$ cat src/rtl/tug_pkg.sv
// Shared types and constants for the tug-of-war input front end.
package tug_pkg;

    // Debounce/one-shot state per button channel.
    typedef enum logic [1:0] {
        IDLE       = 2'd0,
        PRESS_DB   = 2'd1,
        HELD       = 2'd2,
        RELEASE_DB = 2'd3
    } btn_state_t;

    // Flops in the metastability synchronizer for each raw button.
    localparam int unsigned SYNC_STAGES = 2;

endpackage : tug_pkg

$ cat src/rtl/btn_oneshot.sv
// One button channel: synchronizer, debounce counter and one-shot FSM.
// Ports:
//   clk    - system clock
//   reset  - synchronous, active-high
//   key_n  - raw active-low button, asynchronous to clk
//   pulse  - one-cycle combinational pulse when a press is accepted;
//            the top level registers it
module btn_oneshot
    import tug_pkg::*;
#(
    parameter int unsigned DEBOUNCE_CYCLES = 4,
    parameter int unsigned CNT_W           = $clog2(DEBOUNCE_CYCLES + 1)
) (
    input  logic clk,
    input  logic reset,
    input  logic key_n,
    output logic pulse
);

    localparam logic [CNT_W-1:0] CNT_MAX = CNT_W'(DEBOUNCE_CYCLES);
    localparam logic [CNT_W-1:0] CNT_ONE = CNT_W'(1);

    logic [SYNC_STAGES-1:0] sync_q;
    logic                   key_s;
    btn_state_t             state_q, state_d;
    logic [CNT_W-1:0]       cnt_q, cnt_d;

    // Synchronizer; resets to the released (high) level.
    always_ff @(posedge clk) begin
        if (reset) begin
            sync_q <= '1;
        end else begin
            sync_q <= {sync_q[SYNC_STAGES-2:0], key_n};
        end
    end

    assign key_s = ~sync_q[SYNC_STAGES-1];

    // State and counter registers.
    always_ff @(posedge clk) begin
        if (reset) begin
            state_q <= IDLE;
            cnt_q   <= '0;
        end else begin
            state_q <= state_d;
            cnt_q   <= cnt_d;
        end
    end

    // Next-state and pulse; the counter stops at CNT_MAX and never wraps.
    always_comb begin
        state_d = state_q;
        cnt_d   = cnt_q;
        pulse   = 1'b0;
        case (state_q)
            IDLE: begin
                if (key_s) begin
                    state_d = PRESS_DB;
                    cnt_d   = CNT_ONE;
                end
            end
            PRESS_DB: begin
                if (!key_s) begin
                    state_d = IDLE;
                    cnt_d   = '0;
                end else if (cnt_q < CNT_MAX) begin
                    cnt_d = cnt_q + CNT_ONE;
                end else begin
                    state_d = HELD;
                    cnt_d   = '0;
                    pulse   = 1'b1;
                end
            end
            HELD: begin
                if (!key_s) begin
                    state_d = RELEASE_DB;
                    cnt_d   = CNT_ONE;
                end
            end
            RELEASE_DB: begin
                if (key_s) begin
                    state_d = HELD;
                    cnt_d   = '0;
                end else if (cnt_q < CNT_MAX) begin
                    cnt_d = cnt_q + CNT_ONE;
                end else begin
                    state_d = IDLE;
                    cnt_d   = '0;
                end
            end
            default: begin
                state_d = IDLE;
                cnt_d   = '0;
            end
        endcase
    end

endmodule : btn_oneshot

$ cat src/rtl/tug_input_conditioner.sv
// Turns the two raw player buttons into registered single-cycle move pulses.
// Ports:
//   clk      - system clock
//   reset    - synchronous, active-high
//   key_l_n  - raw left button, active-low, asynchronous
//   key_r_n  - raw right button, active-low, asynchronous
//   freeze   - high while the game is over; blocks L/R but not the FSMs
//   L, R     - one-cycle pulse per accepted left / right press
module tug_input_conditioner
    import tug_pkg::*;
#(
    parameter int unsigned DEBOUNCE_CYCLES = 4,
    parameter int unsigned CNT_W           = $clog2(DEBOUNCE_CYCLES + 1)
) (
    input  logic clk,
    input  logic reset,
    input  logic key_l_n,
    input  logic key_r_n,
    input  logic freeze,
    output logic L,
    output logic R
);

    logic pulse_l;
    logic pulse_r;

    btn_oneshot #(
        .DEBOUNCE_CYCLES(DEBOUNCE_CYCLES),
        .CNT_W          (CNT_W)
    ) u_left (
        .clk  (clk),
        .reset(reset),
        .key_n(key_l_n),
        .pulse(pulse_l)
    );

    btn_oneshot #(
        .DEBOUNCE_CYCLES(DEBOUNCE_CYCLES),
        .CNT_W          (CNT_W)
    ) u_right (
        .clk  (clk),
        .reset(reset),
        .key_n(key_r_n),
        .pulse(pulse_r)
    );

    // Output gate: a press consumed during freeze is simply lost.
    always_ff @(posedge clk) begin
        if (reset) begin
            L <= 1'b0;
            R <= 1'b0;
        end else begin
            L <= pulse_l & ~freeze;
            R <= pulse_r & ~freeze;
        end
    end

endmodule : tug_input_conditioner

$ cat config.mk
export PLATFORM = sky130hd
export DESIGN_NAME = tug_input_conditioner
export DESIGN_NICKNAME = d
export VERILOG_FILES = /design/src/rtl/tug_pkg.sv /design/src/rtl/btn_oneshot.sv /design/src/rtl/tug_input_conditioner.sv
export SDC_FILE = /design/constraint.sdc
export NUM_CORES = 1
export LEC_CHECK = 0
export CAP_MARGIN = 10
export CORE_MARGIN = 3
export CORE_UTILIZATION = 46
export CTS_CLUSTER_DIAMETER = 30
export CTS_CLUSTER_SIZE = 16
export DETAILED_ROUTE_END_ITERATION = 6
export PLACE_DENSITY = 0.7
export SYNTH_ARGS = -nofsm -noshare
export SYNTH_HDL_FRONTEND = slang
export SYNTH_SLANG_ARGS = --single-unit
$ cat constraint.sdc
create_clock -name clk -period 1.14 [get_ports clk]
set_input_delay 0.228 -clock clk [delete_from_list [all_inputs] [get_ports clk]]
set_output_delay 0.228 -clock clk [all_outputs]
set_load 0.02 [all_outputs]
==> results of run 1 <==
[stage by stage]
stage	hold WS, ns	area (um2)	total power, mW
2_1_floorplan	0.3318	620.6	0.6184
3_3_place_gp	0.3994	728.2	0.6500
3_5_place_dp	0.3984	728.2	0.6513
4_1_cts	0.3788	758.2	0.9326
5_1_grt	0.4114	770.7	0.9590
6_report	0.3635	770.7	0.9203
[worst max-delay path, delay by kind of cell (launching register included)]
| family | cells | cell delay [ns] |
|---|---|---|
| multiplexers | 1 | 0.25 |
| AND/OR/NAND/NOR | 1 | 0.21 |
| adder cells (fa/ha/maj) | 1 | 0.22 |
| flip-flops | 1 | 0.34 |
[metal layers]
metal,part of all wire,routed length (um),track usage
met1,0.51,533,0.1554
met2,0.42,446,0.1976
met3,0.061,64,0.07627
met4,0.0076,8,0.03727
met5,0,0,0
[cell type report]
type | instances | area (um2) | area share
Multi-Input combinational cell | 35 | 316.6 | 0.4107
Clock buffer | 3 | 22.52 | 0.02922
Timing Repair Buffer | 11 | 86.33 | 0.1120
Inverter | 1 | 3.754 | 0.004870
Sequential cell | 16 | 324.1 | 0.4205
Tap cell | 14 | 17.52 | 0.02273
[how the worst min path moves through the flow]
| stage | endpoint | cells past startpoint | start |
|---|---|---|---|
| after floorplan | u_left.sync_q[0] | 1 | key_l_n |
| after global placement | u_left.sync_q[1] | 1 | u_left.sync_q[0] |
| after detailed placement | u_left.sync_q[1] | 1 | u_left.sync_q[0] |
| after CTS | register | 2 | reset |
| after global routing | register | 2 | reset |
| final | register | 2 | reset |
[layout by cell type, fill, tap and decap left out]
| cell | n |
|---|---|
| a21oi_1 | 2 |
| a311oi_1 | 2 |
| and3_2 | 2 |
| and4bb_2 | 3 |
| buf_4 | 5 |
| clkbuf_2 | 2 |
| clkbuf_4 | 3 |
| clkdlybuf4s50_1 | 3 |
| dfxtp_1 | 13 |
| dfxtp_2 | 3 |
| dlygate4sd2_1 | 1 |
| ha_1 | 1 |
| ha_4 | 1 |
| inv_1 | 1 |
| mux2_2 | 4 |
| nand2_1 | 2 |
| nor3b_1 | 4 |
| nor4_1 | 2 |
| nor4bb_1 | 1 |
| o211a_1 | 2 |
| o21ai_0 | 2 |
| or2_2 | 5 |
| xnor2_2 | 2 |
[cells by family after synthesis]
logic type      Yosys count  synth area share
xor+xnor                  2           0.02823
mux                       4           0.07258
buf+inv                   2           0.01814
compound gates            8           0.09275
fa+ha+maj                 2           0.04032
simple gates             19            0.2319
flops                    16            0.5161
[power by group through the flow]
| stage | Sequential [mW] | Clock [mW] | Combinational, mW |
|---|---|---|---|
| finish | 0.584 | 0.279 | 0.0579 |
| global route | 0.585 | 0.308 | 0.0651 |
| CTS | 0.582 | 0.294 | 0.0572 |
| detailed placement | 0.594 | 0 | 0.0575 |
| global placement | 0.594 | 0 | 0.0563 |
| floorplan | 0.591 | 0 | 0.0272 |
[timing repair]
item	CTS	global route
resized for setup	7	6
gates cloned	0	0
pin swaps	1	0
endpoints found under the setup margin	4	5
==> reports/metrics.yaml, run 1 <==
placed_design:
  dp_cells: 77
  port_buffers: 6
  post-place-ws_ns: -0.3140
  hpwl_um: 749.2
  gp_congestion: 0.7041
timing:
  period_share: 0.9852
  worst_slack_ns: 0.01686
  finClkSkew_ns: 0.008845
  rsz0062_at_grt: "true"
  max_slew_margin: 0.8004
  setup_tns_ns: 0
  hold_viol: 0
  maxSlewViolCount: 0
  min_period_ns: 1.123
  clock.fmax_mhz: 890.4
  tightest_slew_ns: 0.2990
  setup_viol: 0
hold_path:
  worst_hold_path_type: "input pin to register"
logic_synthesis:
  seq_area_frac_synth: 0.5161
  syn_inst: 53
  synth-edff-count: 0
  synth_top_area_frac: 0.5161
  ys_types: 17
  synth_largest_area_cell: "dfxtp_1"
  syn-num-nets: 60
  synth_top_flop_cell: "dfxtp_1"
  synth_area_um2: 620.6
  async_reset_ff_frac: 0
  synthTopCellsByCount: "dfxtp_1, or2_2, mux2_2, nor3b_1, and4bb_2"
  avgSynthCellArea_um2: 11.71
  synthTopCellsByArea: "dfxtp_1, mux2_2, and4bb_2"
  yosys_warnings: 0
  yosysMostFrequentCell: "dfxtp_1"
  synth_seq_cells: 16
layout:
  antennaDiodeCount: 0
  final_nets: 75
  syn_to_final_growth_pct: 24.19
  drive_gt1_frac: 0.4545
  fin_util: 0.6498
  fillerInstances: 103
  instances_no_fill: 80
die:
  chipHeight_um: 42.73
  io_pins: 7
  die_area_um2: 1826
  die_w_um: 42.73
  start_util: 0.5232
  row_count: 12
  core_area_um2: 1186
cts:
  htree_levels: 1
  clk_latency_ns: 0.28
  cts.path.max_buffers: 2
  cts_root_buf: "clkbuf_4"
  hold_buffers: 0
  cts_made_buffers: 3
  postCtsSetupRepairBufs: 0
  clock_sinks: 16
  path_clk_slew_ns: 0.09
  cts_tree: "built"
critical_path:
  worstPathRequired_ns: 1.30
  cpPeakStageDelay_ns: 0.34
  worst_setup_path_start_kind: "register"
  reg2reg_depth: 3
  rr_startpoint: "u_left.cnt_q[1]"
  critPathCapture: "u_left.cnt_q[1]"
  crit_start: "u_left.cnt_q[1]"
  ff2ff_setup_slack_ns: 0.02
  cp_slowest_cell: "dfxtp_2"
  crit_arrival_ns: 1.29
  path_class: "register to register"
  r2r-end: "u_left.cnt_q[1]"
  cp_cell_sequence: "ha_4 -> and4bb_2 -> mux2_2"
  crit_fanout: 2
  critPathCaptureType: "register"
power:
  netSwitchingPower_mw: 0.1883
  intPower_mw: 0.7319
  leakage_nw: 0.3350
  p_sw_frac: 0.2047
  p_seq_frac: 0.634
  ir_drop_mv: 0.7607
  comb_power_share: 0.063
  powerDensity_nw_per_um2: 1194
  p_clk_frac: 0.303
global_route:
  track_usage: 0.1308
  antenna_found_initial: 0
  overflow: 0
  grt_max_degree: 9
  grt_pass1_vias: 409
  grt_pass1_wl_um: 1752
flow_run:
  drv_cap: 0
status:
  outcome: "finished, final reports clean"
drt:
  vias_per_cell: 5.363
  drc: 0
  wl_um: 1053
  dr.pass1.iters: 3
  postRouteAntennaNets: 0
  drt_iter0_drc: 1
  vias: 429
  routedWlPerCell_um: 13.16
No activity file was read; power rests on OpenSTA's default activity.
==> run 2: changes to the inputs <==
- ABC_AREA: unset -> 1
- CELL_PAD_IN_SITES_DETAIL_PLACEMENT: unset -> 0
- CELL_PAD_IN_SITES_GLOBAL_PLACEMENT: unset -> 1
- CORE_UTILIZATION: 46 -> 35
- PLACE_DENSITY: 0.7 -> unset
- PLACE_DENSITY_LB_ADDON: unset -> 0.1
==> reports/metrics.yaml, run 2 <==
power:
  comb_power_share: 0.065
  netSwitchingPower_mw: 0.1895
  intPower_mw: 0.7252
  p_sw_frac: 0.2071
  leakage_nw: 0.3159
  power.total_mw: 0.9147
  ir_drop_mv: 0.5441
  p_clk_frac: 0.302
  powerDensity_nw_per_um2: 1252
  p_seq_frac: 0.633
logic_synthesis:
  syn_inst: 69
  ys_types: 19
  synth_area_um2: 621.8
  yosysMostFrequentCell: "dfxtp_1"
  synth-edff-count: 0
  synth_largest_area_cell: "dfxtp_1"
  synth_top_flop_cell: "dfxtp_1"
  yosys_warnings: 0
  seq_area_frac_synth: 0.5151
  synthTopCellsByArea: "dfxtp_1, a21oi_1, ha_1"
  avgSynthCellArea_um2: 9.012
  async_reset_ff_frac: 0
  synth_top_area_frac: 0.5151
  synth_seq_cells: 16
  synthTopCellsByCount: "dfxtp_1, a21oi_1, nand2_1, inv_1"
  syn-num-nets: 76
status:
  outcome: "finished, final reports clean"
cts:
  postCtsSetupRepairBufs: 0
  clock_sinks: 16
  htree_levels: 1
  cts_tree: "built"
  clk_latency_ns: 0.27
  cts_resized: 4
  cts_made_buffers: 3
  hold_buffers: 0
  path_clk_slew_ns: 0.08
  cts.path.max_buffers: 2
  cts_root_buf: "clkbuf_4"
die:
  die_area_um2: 2318
  die_w_um: 48.15
  start_util: 0.3901
  chipHeight_um: 48.15
  row_count: 14
  core_area_um2: 1594
  io_pins: 7
critical_path:
  crit_arrival_ns: 0.74
  worst_setup_path_start_kind: "register"
  cpPeakStageDelay_ns: 0.31
  cp_cell_sequence: "clkbuf_2"
  cp_slowest_cell: "dfxtp_1"
  worstPathRequired_ns: 0.91
  crit_fanout: 1
  crit_family: "flip-flops"
  critPathCaptureType: "output pin"
  crit_buf_inv: 1
  path_class: "register to output pin"
drt:
  routedWlPerCell_um: 9.117
  wl_um: 939
  postRouteAntennaNets: 0
  dr.pass1.iters: 2
  vias_per_cell: 4.456
  vias: 459
  drc: 0
  drt_iter0_drc: 4
timing:
  hold_viol: 0
  setup_viol: 0
  timing.hold.ws_ns: 0.3711
  maxSlewViolCount: 0
  max_slew_margin: 0.8189
  finClkSkew_ns: 0.004321
  rsz0062_at_grt: "false"
  tightest_slew_ns: 0.2713
  min_period_ns: 0.9726
  clock.fmax_mhz: 1028
  period_share: 0.8531
global_route:
  grt_max_degree: 9
  overflow: 0
  track_usage: 0.1093
  grt_pass1_wl_um: 1690
  antenna_found_initial: 0
  grt_pass1_vias: 416
layout:
  antennaDiodeCount: 0
  final_common_cell: "dfxtp_1"
  fin_area_um2: 730.7
  syn_to_final_growth_pct: 17.51
  drive_gt1_frac: 0.3038
  final_nets: 88
  fillerInstances: 170
  final_cell_mix: "dfxtp_1, a21oi_1, nand2_1, inv_1"
placed_design:
  hpwl_um: 749.8
  placed_area_um2: 715.7
  port_buffers: 6
  gp_congestion: 0.7263
hold_path:
  worst_hold_path_type: "input pin to register"
flow_run:
  drv_cap: 0
run 2: metal layers:
metal | vias to the layer above | wire length (um) | track usage
met5 | - | 0 | 0
met4 | 0 | 16 | 0.08065
met3 | 2 | 60 | 0.04428
met2 | 9 | 366 | 0.1302
met1 | 198 | 496 | 0.1525
li1 | 250 | - | -
run 2: logic make-up after synthesis:
logic type,count (synthesis),share of synthesized area
simple gates,27,0.2515
compound gates,14,0.1187
fa+ha+maj,2,0.04024
flops,16,0.5151
buf+inv,10,0.07444
run 2: cell type report:
| cell class | count | area (um2) | area share |
|---|---|---|---|
| sequential | 16 | 320.3 | 0.4384 |
| multi-input combinational | 43 | 255.2 | 0.3493 |
| timing repair buffer | 8 | 67.56 | 0.09247 |
| inverter | 9 | 35.03 | 0.04795 |
| tap | 24 | 30.03 | 0.04110 |
| clock buffer | 3 | 22.52 | 0.03082 |
run 2: worst paths after layout:
kind / start / endpoint / slack, ns / cells past startpoint
min: reset / u_right.sync_q[1] / 0.37 / 2
min reg2reg: u_right.sync_q[0] / u_right.sync_q[1] / 0.42 / 1
max reg2reg: u_left.state_q[0] / u_left.cnt_q[0] / 0.25 / 5
max: R / R / 0.17 / 1
run 2: power by group through the flow:
stage	logic, mW	registers, mW	clock network (mW)
detailed placement	0.0616	0.592	0
floorplan	0.0404	0.590	0
global route	0.0697	0.581	0.321
global placement	0.0607	0.592	0
finish	0.0599	0.579	0.276
CTS	0.0615	0.579	0.302
run 2: per-stage QoR:
step                      setup slack, ns  setup TNS [ns]    util  cells
final                              0.1674               0  0.4584    103
after global routing               0.1010               0  0.4584    103
after CTS                        0.008009               0  0.4631    103
after detailed placement          -0.2242          -1.778  0.4490    100
after global placement            -0.1936          -1.308  0.4490    100
after floorplan                    0.3110               0       -     69
==> run 3: changes to the inputs <==
==> constraint.sdc (replaced) <==
create_clock -name clk -period 1.14 [get_ports clk]
set_input_delay 0.228 -clock clk [delete_from_list [all_inputs] [get_ports clk]]
set_output_delay 0.228 -clock clk [all_outputs]
set_load 0.1 [all_outputs]
==> reports/metrics.yaml, run 3 (synthesis gave the netlist of run 2 again) <==
status:
  outcome: "finished, final reports clean"
critical_path:
  path_class: "register to output pin"
  ff2ff_setup_slack_ns: 0.24
  r2r-end: "u_left.cnt_q[0]"
  cpPeakStageDelay_ns: 0.36
  crit_arrival_ns: 0.82
  cp_slowest_cell: "dfxtp_1"
  crit_fanout: 1
  worst_setup_path_start_kind: "register"
  critPathCaptureType: "output pin"
  cp_cell_sequence: "buf_12"
  rr_startpoint: "u_left.state_q[0]"
  reg2reg_depth: 5
  crit_buf_inv: 1
  crit_family: "flip-flops"
  worstPathRequired_ns: 0.91
timing:
  hold_viol: 0
  setup_viol: 0
  maxSlewViolCount: 0
  clock.fmax_mhz: 956.2
  period_share: 0.9174
  finClkSkew_ns: 0.002930
  tightest_slew_ns: 0.2684
  max_slew_margin: 0.8208
  setup_tns_ns: 0
  min_period_ns: 1.046
  rsz0062_at_grt: "false"
layout:
  final_cell_mix: "dfxtp_1, a21oi_1, nand2_1, inv_1"
  fillerInstances: 161
  drive_gt1_frac: 0.3038
  final_common_cell: "dfxtp_1"
  syn_to_final_growth_pct: 22.33
  antennaDiodeCount: 0
  register_area_um2: 320.3
  multi_input_area_um2: 255.2
  final_nets: 88
  fin_util: 0.4772
  instances_no_fill: 103
cts:
  postCtsSetupRepairBufs: 0
  cts_made_buffers: 3
  clk_latency_ns: 0.27
  cts.path.max_buffers: 2
  hold_buffers: 0
  cts_tree: "built"
  clock_sinks: 16
  path_clk_slew_ns: 0.09
  cts_root_buf: "clkbuf_4"
  htree_levels: 1
global_route:
  grt_pass1_vias: 401
  grt_max_degree: 9
  overflow: 0
  antenna_found_initial: 0
  grt_pass1_wl_um: 1697
  track_usage: 0.1098
die:
  core_area_um2: 1594
  die_area_um2: 2318
  io_pins: 7
  die_w_um: 48.15
  chipHeight_um: 48.15
  row_count: 14
  start_util: 0.3901
power:
  leakage_nw: 0.3228
  powerDensity_nw_per_um2: 1209
  power.total_mw: 0.9200
  ir_drop_mv: 0.6352
drt:
  drt_iter0_drc: 5
  vias: 447
  vias_per_cell: 4.340
  routedWlPerCell_um: 9.466
  drc: 0
  dr.pass1.iters: 3
  postRouteAntennaNets: 0
  wl_um: 975
placed_design:
  hpwl_um: 779
  dp_cells: 100
  gp_congestion: 0.7184
  port_buffers: 6
hold_path:
  worst_hold_path_type: "input pin to register"
  whs_path_depth: 2
  worstHoldEndpoint: "u_left.sync_q[1]"
  min-delay-start: "reset"
flow_run:
  drv_cap: 0
-- run 3: cell types whose count changed in the layout (fill, tap and decap cells not counted) --
cell and change:
buf_12 +2, clkbuf_2 -2
-- run 3: layout make-up --
type / count / share of cell area
Timing Repair Buffer: 8 / 0.1283
Clock buffer: 3 / 0.02961
Tap cell: 24 / 0.03947
Sequential cell: 16 / 0.4211
Multi-Input combinational cell: 43 / 0.3355
Inverter: 9 / 0.04605
-- run 3: layer usage --
metal / share of wire / vias to the layer above / global-route usage
li1: - / 251 / -
met1: 0.59 / 187 / 0.1581
met2: 0.34 / 7 / 0.1302
met3: 0.050 / 2 / 0.04797
met4: 0.013 / 0 / 0.06452
met5: 0 / - / 0
-- run 3: what timing repair did --
item / 4_1_cts / 5_1_grt
gates resized for setup: 0 / 1
endpoints found under the setup margin: 0 / 1
endpoints found under the hold margin: 0 / 0
-- run 3: worst max path at each step --
| stage | slack (ns) | end | cells after the start | from |
|---|---|---|---|---|
| after floorplan | 0.003 | L | 0 | L |
| after global placement | -0.19 | u_left.cnt_q[0] | 6 | reset |
| after detailed placement | -0.22 | u_left.cnt_q[0] | 6 | reset |
| after CTS | 0.07 | u_left.cnt_q[0] | 6 | reset |
| after global routing | 0.05 | L | 1 | L |
| final | 0.09 | L | 1 | L |
-- run 3: metrics by stage --
step	cell area (um2)	hold WS, ns	setup WS (ns)
after global routing	760.7	0.4006	0.04784
final	760.7	0.3696	0.09416
after CTS	758.2	0.4159	0.07302
after global placement	735.7	0.3925	-0.1927
after floorplan	621.8	0.3318	0.003020
after detailed placement	735.7	0.3993	-0.2235
-- run 3: power by group --
part	internal [mW]	switching, mW	leakage, nW
sequential	0.571	0.00765	0.130
combinational	0.0321	0.0287	0.179
clock	0.122	0.158	0.0138
